File: src/rtl/tri_mon.sv
// Triangle-wave monitor: tracks slope, peaks, valleys, valley-to-valley period and illegal steps.
// Latency: one cycle; every output is registered on the edge that accepts the sample.
// Backpressure: none; din is consumed only when din_vld=1, and all state holds otherwise.
module tri_mon #(
  parameter int STEP  = 1,
  parameter int CNT_W = 16
) (
  input  logic             clk,
  input  logic             res,
  input  logic             din_vld,
  input  logic [8:0]       din,
  output logic             dir,
  output logic [8:0]       peak_val,
  output logic [8:0]       valley_val,
  output logic [CNT_W-1:0] period,
  output logic             period_vld,
  output logic             locked,
  output logic             step_err,
  output logic [7:0]       err_cnt
);

  typedef enum logic [1:0] {IDLE, SEED, RISE, FALL} state_t;

  localparam logic signed [9:0] STEP_POS = 10'(STEP);
  localparam logic signed [9:0] STEP_NEG = -STEP_POS;
  localparam logic [CNT_W-1:0]  CNT_ONE  = {{(CNT_W-1){1'b0}}, 1'b1};

  state_t            state_q;
  state_t            state_d;
  logic [8:0]        prev;
  logic [CNT_W-1:0]  smp_cnt;
  logic [CNT_W-1:0]  valley_idx;
  logic [CNT_W-1:0]  period_new;
  logic              armed;
  logic signed [9:0] delta;
  logic              step_up;
  logic              step_dn;
  logic              bad_step;
  logic              peak_hit;
  logic              valley_hit;
  logic              dir_d;

  // Plain signed difference: 511->0 and 0->511 come out as +/-511, never as a legal step.
  assign delta   = $signed({1'b0, din}) - $signed({1'b0, prev});
  assign step_up = (delta == STEP_POS);
  assign step_dn = (delta == STEP_NEG);

  // Valleys are stamped with the index of the detecting sample; the difference equals
  // the distance between the valley samples themselves.
  assign period_new = smp_cnt - valley_idx;

  // State register.
  always_ff @(posedge clk or posedge res) begin
    if (res) begin
      state_q <= IDLE;
    end else begin
      state_q <= state_d;
    end
  end

  // Next-state decode and per-sample event strobes.
  always_comb begin
    state_d    = state_q;
    bad_step   = 1'b0;
    peak_hit   = 1'b0;
    valley_hit = 1'b0;
    dir_d      = dir;
    if (din_vld) begin
      case (state_q)
        IDLE: begin
          state_d = SEED;
        end
        SEED: begin
          if (step_up) begin
            state_d = RISE;
            dir_d   = 1'b1;
          end else if (step_dn) begin
            state_d = FALL;
            dir_d   = 1'b0;
          end else begin
            bad_step = 1'b1;
            dir_d    = 1'b0;
          end
        end
        RISE: begin
          if (step_dn) begin
            peak_hit = 1'b1;
            state_d  = FALL;
            dir_d    = 1'b0;
          end else if (!step_up) begin
            bad_step = 1'b1;
            state_d  = SEED;
            dir_d    = 1'b0;
          end
        end
        FALL: begin
          if (step_up) begin
            valley_hit = 1'b1;
            state_d    = RISE;
            dir_d      = 1'b1;
          end else if (!step_dn) begin
            bad_step = 1'b1;
            state_d  = SEED;
            dir_d    = 1'b0;
          end
        end
        default: begin
          state_d = IDLE;
        end
      endcase
    end
  end

  // Datapath: sample history, extremes, period measurement and error accounting.
  always_ff @(posedge clk or posedge res) begin
    if (res) begin
      prev       <= '0;
      smp_cnt    <= '0;
      valley_idx <= '0;
      armed      <= 1'b0;
      dir        <= 1'b0;
      peak_val   <= '0;
      valley_val <= '0;
      period     <= '0;
      period_vld <= 1'b0;
      locked     <= 1'b0;
      step_err   <= 1'b0;
      err_cnt    <= '0;
    end else begin
      period_vld <= 1'b0;
      step_err   <= 1'b0;
      if (din_vld) begin
        prev <= din;
        dir  <= dir_d;
        if (smp_cnt != '1) begin
          smp_cnt <= smp_cnt + CNT_ONE;
        end
        if (peak_hit) begin
          peak_val <= prev;
        end
        if (valley_hit) begin
          valley_val <= prev;
          valley_idx <= smp_cnt;
          armed      <= 1'b1;
          // The first valley after a (re)start only arms; later ones report a period.
          if (armed) begin
            period     <= period_new;
            period_vld <= 1'b1;
            locked     <= (period_new == period);
          end
        end
        if (bad_step) begin
          step_err <= 1'b1;
          locked   <= 1'b0;
          armed    <= 1'b0;
          if (err_cnt != 8'hFF) begin
            err_cnt <= err_cnt + 8'd1;
          end
        end
      end
    end
  end

endmodule

File: config.mk
export PLATFORM = sky130hd
export DESIGN_NAME = tri_mon
export DESIGN_NICKNAME = d
export VERILOG_FILES = /design/src/rtl/tri_mon.sv
export SDC_FILE = /design/constraint.sdc
export NUM_CORES = 1
export LEC_CHECK = 0
export CORE_MARGIN = 1
export CORE_UTILIZATION = 40
export CTS_CLUSTER_SIZE = 28
export DETAILED_ROUTE_END_ITERATION = 10
export SYNTH_ARGS = -nofsm -noshare
export SYNTH_HDL_FRONTEND = slang
export SYNTH_SLANG_ARGS = --single-unit
File: constraint.sdc
create_clock -name clk -period 9.4 [get_ports clk]
set_input_delay 2.35 -clock clk [delete_from_list [all_inputs] [get_ports clk]]
set_output_delay 2.35 -clock clk [all_outputs]
set_load 0.005 [all_outputs]
**After elaboration in Yosys (flattened, before gate mapping)**

Cells that the tools add are included.

- $add $sub $neg: 4
- Multipliers: 0
- Divide/modulo/power cells: 0
- $lt $le $gt $ge: 0
- Equality and inequality tests: 11
- Shift operators: 0
- Multiplexer cells: 34
- Bitwise operators: 0
- Reduce and logical (&&, ||, !) cells: 14

Operators with widths:

| kind | count |
|---|---|
| $mux 1 | 25 |
| $add 16x1->16 const B | 1 |
| $eq 16x16->1 | 1 |
| $ne 16x16->1 const B | 1 |
| $sub 16x16->16 | 1 |
| $mux 2 | 6 |
| $eq 10x1->1 const B | 1 |
| $eq 10x2->1 const B | 1 |
| $sub 9x9->10 | 1 |
| $ne 3x3->1 const B | 3 |
| $reduce_and 3->1 | 3 |
| $add 8x1->8 const B | 1 |
| $ne 8x8->1 const B | 1 |
| $pmux 2 s4 | 1 |
| $reduce_and 2->1 | 4 |
| $reduce_and 4->1 | 2 |
| $eq 2x2->1 const B | 2 |
| $reduce_bool 2->1 | 2 |
| $pmux 1 s3 | 1 |
| $reduce_bool 3->1 | 1 |
| $eq 2x1->1 const B | 1 |
| $logic_not 2->1 | 1 |
| $pmux 1 s2 | 1 |
| $reduce_or 2->1 | 1 |

- Register bits after elaboration: 90
- Bits in latches: 0
- RAM bits: 0
- ROM bits: 0
- Bits of input ports: 12
- Output and inout bits: 46
- Memories kept: 0

**Logic depth before layout (Yosys ltp)**

- Word-level depth: 8
- Mapped depth: 13

**Worst setup path after synthesis**

No wires, ideal clock.

- Kind: input -> register
- Start point: input port din[0]
- End point: register locked
- Setup time: 0.078 ns
- Arrival time: 4.905 ns
- Required time: 9.322 ns
- Setup slack: 4.417 ns
- Stages on the path: 12
- Path through: inv_1 -> ha_1 -> fa_1 -> nand2b_1 -> a211oi_2 -> o2111a_1 -> o22ai_1 -> or3_1 -> or3_4 -> nor4_2 -> nand4_1 -> a21oi_1

- Longest elaborated chain between the ends: 8

Ends and longest elaborated chain:

| element | line | text |
|---|---|---|
| start: declaration | 11 | `input logic [8:0] din,` |
| $sub 9x9->10 (*) | 44 | `assign delta = $signed({1'b0, din}) - $signed({1'b0, prev});` |
| $eq 10x1->1 / $eq 10x2->1 (equally long branches) | 46, 45 |  |
| $mux 1, on equally long branches | 77, 101, 90 |  |
| $mux 1, on equally long branches | 74, 86 |  |
| $pmux 1 s2 | 69 | `case (state_q)` |
| $mux 1 | 68 | `if (din_vld) begin` |
| $reduce_bool 2->1 (no line) | n/a |  |
| $reduce_and 3->1 (no line) | n/a |  |
| end signal: assignment | 149 | `locked <= (period_new == period);` |
| end: declaration | 17 | `output logic locked,` |

Mark *: on every way between the ends. The rest lies on a longest branch, timed or not.
A chain may end at the register's enable or synchronous reset.

**Worst setup path after layout**

- Start point: input port din[0]
- End point: register period[7]

- Longest elaborated chain between the ends: 6

Ends and longest elaborated chain:

| element | line | text |
|---|---|---|
| $sub 9x9->10 | 44 |  |
| $eq 10x2->1 | 45 | `assign step_up = (delta == STEP_POS);` |
| $mux 1 | n/a |  |
| $mux 1 | 69 |  |
| $mux 1 | 68 |  |
| $reduce_and 3->1 (no line) | n/a |  |
| end signal: assignment | 147 | `period <= period_new;` |
| end: declaration | 15 | `output logic [CNT_W-1:0] period,` |

Every way passes these cells.

==> flow_metrics.env <==
export IMPL_rows=41
export IMPL_pre_cts_ws_ps=3120
export IMPL_diodes=0
export IMPL_ys_seq_elements=90
export IMPL_relSlewSlack_pct=35.3
export IMPL_critPathTopFamily="simple AND/OR/NAND/NOR gates"
export IMPL_end_kind="register"
export IMPL_dieHeight_microns=117
export IMPL_worstPathMaxFanout=30
export IMPL_tightest_slew_ps=967
export IMPL_cp_arrival_ps=6140
export IMPL_final_common_cell="dfrtp_1"
export IMPL_timing_rr_start="prev[0]"
export IMPL_insertion_delay_ps=350
export IMPL_num_vias=4129
export IMPL_power_density_nw_per_um2=180
export IMPL_cts_tree="done"
export IMPL_synth_top_area_share_pct=42.9
export IMPL_grt_max_degree=74
export IMPL_grt_pass1_vias=4126
export IMPL_ant_nets=0
export IMPL_track_usage_pct=18.9
export IMPL_cts_setup_buffers=0
export IMPL_max_cap_violations=0
export IMPL_area_delta_synth_final_pct=19.3
export IMPL_io_pin_count=58
export IMPL_reg2reg_slack_ps=5600
export IMPL_die_area_sq_um=13600
export IMPL_crit_path_start_kind="primary input"
export IMPL_dpl_hpwl_mm=8.54
export IMPL_drc=0
export IMPL_netlist_instances=555
export IMPL_synth_edff_count=0
export IMPL_r2r_end="period[7]"
export IMPL_htreeDepth=3
export IMPL_fin_crit_ps=5900
export IMPL_worst_path_buf_inv=3
export IMPL_final_hold_violation_count=0
export IMPL_timing_hold_ws_ps=509
export IMPL_fin_area_sq_um=6260
export IMPL_drive_gt1_share_pct=9.18
export IMPL_instances_no_fill=782
export IMPL_antenna_found_initial=0
export IMPL_place_inst=766
export IMPL_setup_viol=0
export IMPL_hold_path_class="register to register"
export IMPL_cts_clk_slew_worst_paths_ps=60
export IMPL_cts_resized=0
export IMPL_synth_fp_nets=596
export IMPL_synthFlopType="dfrtp_1"
export IMPL_syn_avg_cell_area_sq_um=9.45
export IMPL_crit_slowest_cell="and3_1"
export IMPL_cp_cell_sequence="clkdlybuf4s50_1, inv_1, ha_1, fa_1, nand2b_1, a211oi_2, o2111a_1, o22ai_1, nor4_1, and3_1, buf_4, nand2_1, nor2_1, nor2_1"
export IMPL_cts_root_buf="clkbuf_16"
export IMPL_cts_buffers=9
export IMPL_numClockSinks=90
export IMPL_slew_violations=0
export IMPL_synth_async_sr_flop_share_pct=100
export IMPL_wl_mm=11.7
export IMPL_synth_area_top_cells="dfrtp_1 43%, ha_1 6.4%, xnor2_1 6.0%"
export IMPL_setup_tns_ps=0
export IMPL_fin_crit_sh_pct=62.8
export IMPL_hold_end="peak_val[0]"
export IMPL_place_area_sq_um=5960
export IMPL_finClkSkew_ps=7.32
export IMPL_initial_core_util_pct=41.2
export IMPL_rr_worst_depth=12
export IMPL_final_net_count=646
export IMPL_hold_start="peak_val[0]"
export IMPL_numPortBuffers=57
export IMPL_fmaxAchievable_mhz=170
export IMPL_grt_pass1_wl_mm=19.7
export IMPL_cpPeakStageDelay_ps=540
export IMPL_initialDrtViolationCount=200
export IMPL_drtPass1Iterations=4
export IMPL_timing_final_ws_setup_ps=3500
export IMPL_postCtsHoldBufs=0
export IMPL_clock_path_buffers=2
export IMPL_core_area_sq_um=12700
export IMPL_cp_data_required_time_ps=9640
export IMPL_irDropWorstVdd_mv=0.101
export IMPL_die_w_microns=117
export IMPL_wl_per_cell_microns=15.0
export IMPL_leakage_uw=0.00286
export IMPL_whs_path_depth=1
export IMPL_drt_vias_per_instance=5.28
export IMPL_yosys_area_top_type="dfrtp_1"
export IMPL_layout_common_cells="90 x dfrtp_1, 65 x nand2_1, 57 x clkdlybuf4s50_1"
export IMPL_grt_overflow_total=0
export IMPL_synth_distinct_cells=58
export IMPL_globalplace_congestion=0.827
export IMPL_fillCellCount=1260
export IMPL_worstSetupPathType="primary input to register"
export IMPL_rsz0062_at_grt="no"
export IMPL_status="finished clean"
export IMPL_synth_area_sq_um=5250
export IMPL_yosysSeqAreaShare_pct=42.9
export IMPL_crit_top_cell="nor2_1"
export IMPL_synth_warnings=0
## synthesized netlist by cell type (3+ instances only)
cell type	instances
and3_1	6
nor3_1	9
xor2_1	18
nand3_1	18
nand2_1	65
a21o_1	7
buf_2	9
or2_2	3
nor2b_1	3
nor2_1	38
inv_1	35
clkbuf_1	10
nand4_1	10
or4_1	3
mux2_2	24
o22ai_1	4
a21oi_1	26
o21ai_0	44
o21a_1	5
dfrtp_1	90
nand2b_1	4
a31oi_1	5
ha_1	27
xnor2_1	36
nor4_1	5
or3_1	3
and2_1	3
## metrics by stage
stage / power, uW / utilization (%)
2_1_floorplan: 670 / -
3_3_place_gp: 764 / 46.9
3_5_place_dp: 768 / 46.9
4_1_cts: 1130 / 49.2
5_1_grt: 1190 / 49.2
6_report: 1120 / 49.2
## registers in the layout, summed over array words and instances (netlist names), 2 cells and up
signal      count
period         16
prev            9
valley_val      9
err_cnt         8
state_q         2
valley_idx     16
peak_val        9
smp_cnt        16
## worst reg2reg max path: stages, from the launching register on
cell and delay (ps):
dfrtp_1 430, ha_1 230, fa_1 410, nand2b_1 190, a211oi_2 310, o2111a_1 240, o22ai_1 110, nor4_1 400
and3_1 540, buf_4 370, nand2_1 260, nor2_1 160, nor2_1 50
## worst max path at each step
stage                start    endpoint  slack (ps)  depth (start not counted)
CTS                 din[0]   period[7]        3490                         14
floorplan           din[0]      locked        4420                         12
global route        din[0]  period[14]        3210                         13
global placement    din[0]   period[7]        3300                         14
finish              din[0]   period[7]        3500                         14
detailed placement  din[0]  period[15]        3120                         13
## cell families (layout without fill, tap and decap cells)
| group | Yosys count | count (layout) | synth area share (%) |
|---|---|---|---|
| AND/OR/NAND/NOR | 186 | 186 | 17.6 |
| AO/OA/AOI/OAI | 115 | 115 | 13.6 |
| flip-flops | 90 | 90 | 42.9 |
| buffers and inverters | 56 | 111 | 4.32 |
| XOR/XNOR | 54 | 54 | 9.01 |
| adder cells (fa/ha/maj) | 29 | 29 | 7.20 |
| multiplexers | 25 | 25 | 5.34 |
## layer usage
layer | part of all wire [%] | wire length [microns] | vias to the layer above | GRT usage [%]
li1 | - | - | 2031 | -
met1 | 46 | 5350 | 1993 | 23.1
met2 | 49 | 5720 | 90 | 32.7
met4 | 2.0 | 240 | 0 | 7.52
met5 | 0 | 0 | - | 0
met3 | 3.6 | 417 | 15 | 3.79
## final cells by class
type	count	area [sq um]	area share (%)
repair buffers	60	593	9.48
flip-flops and latches	90	2250	36.0
inverters	35	133	2.12
well taps	172	215	3.44
clock buffers	10	229	3.66
multi-input cells	409	2770	44.2
clock inverters	6	67.6	1.08
## power breakdown
group          internal, uW  switching (uW)  leakage (uW)
Clock                   207             156      0.000139
Combinational           137             156       0.00158
Sequential              421            47.2       0.00114
No activity file was read; power rests on OpenSTA's default activity.
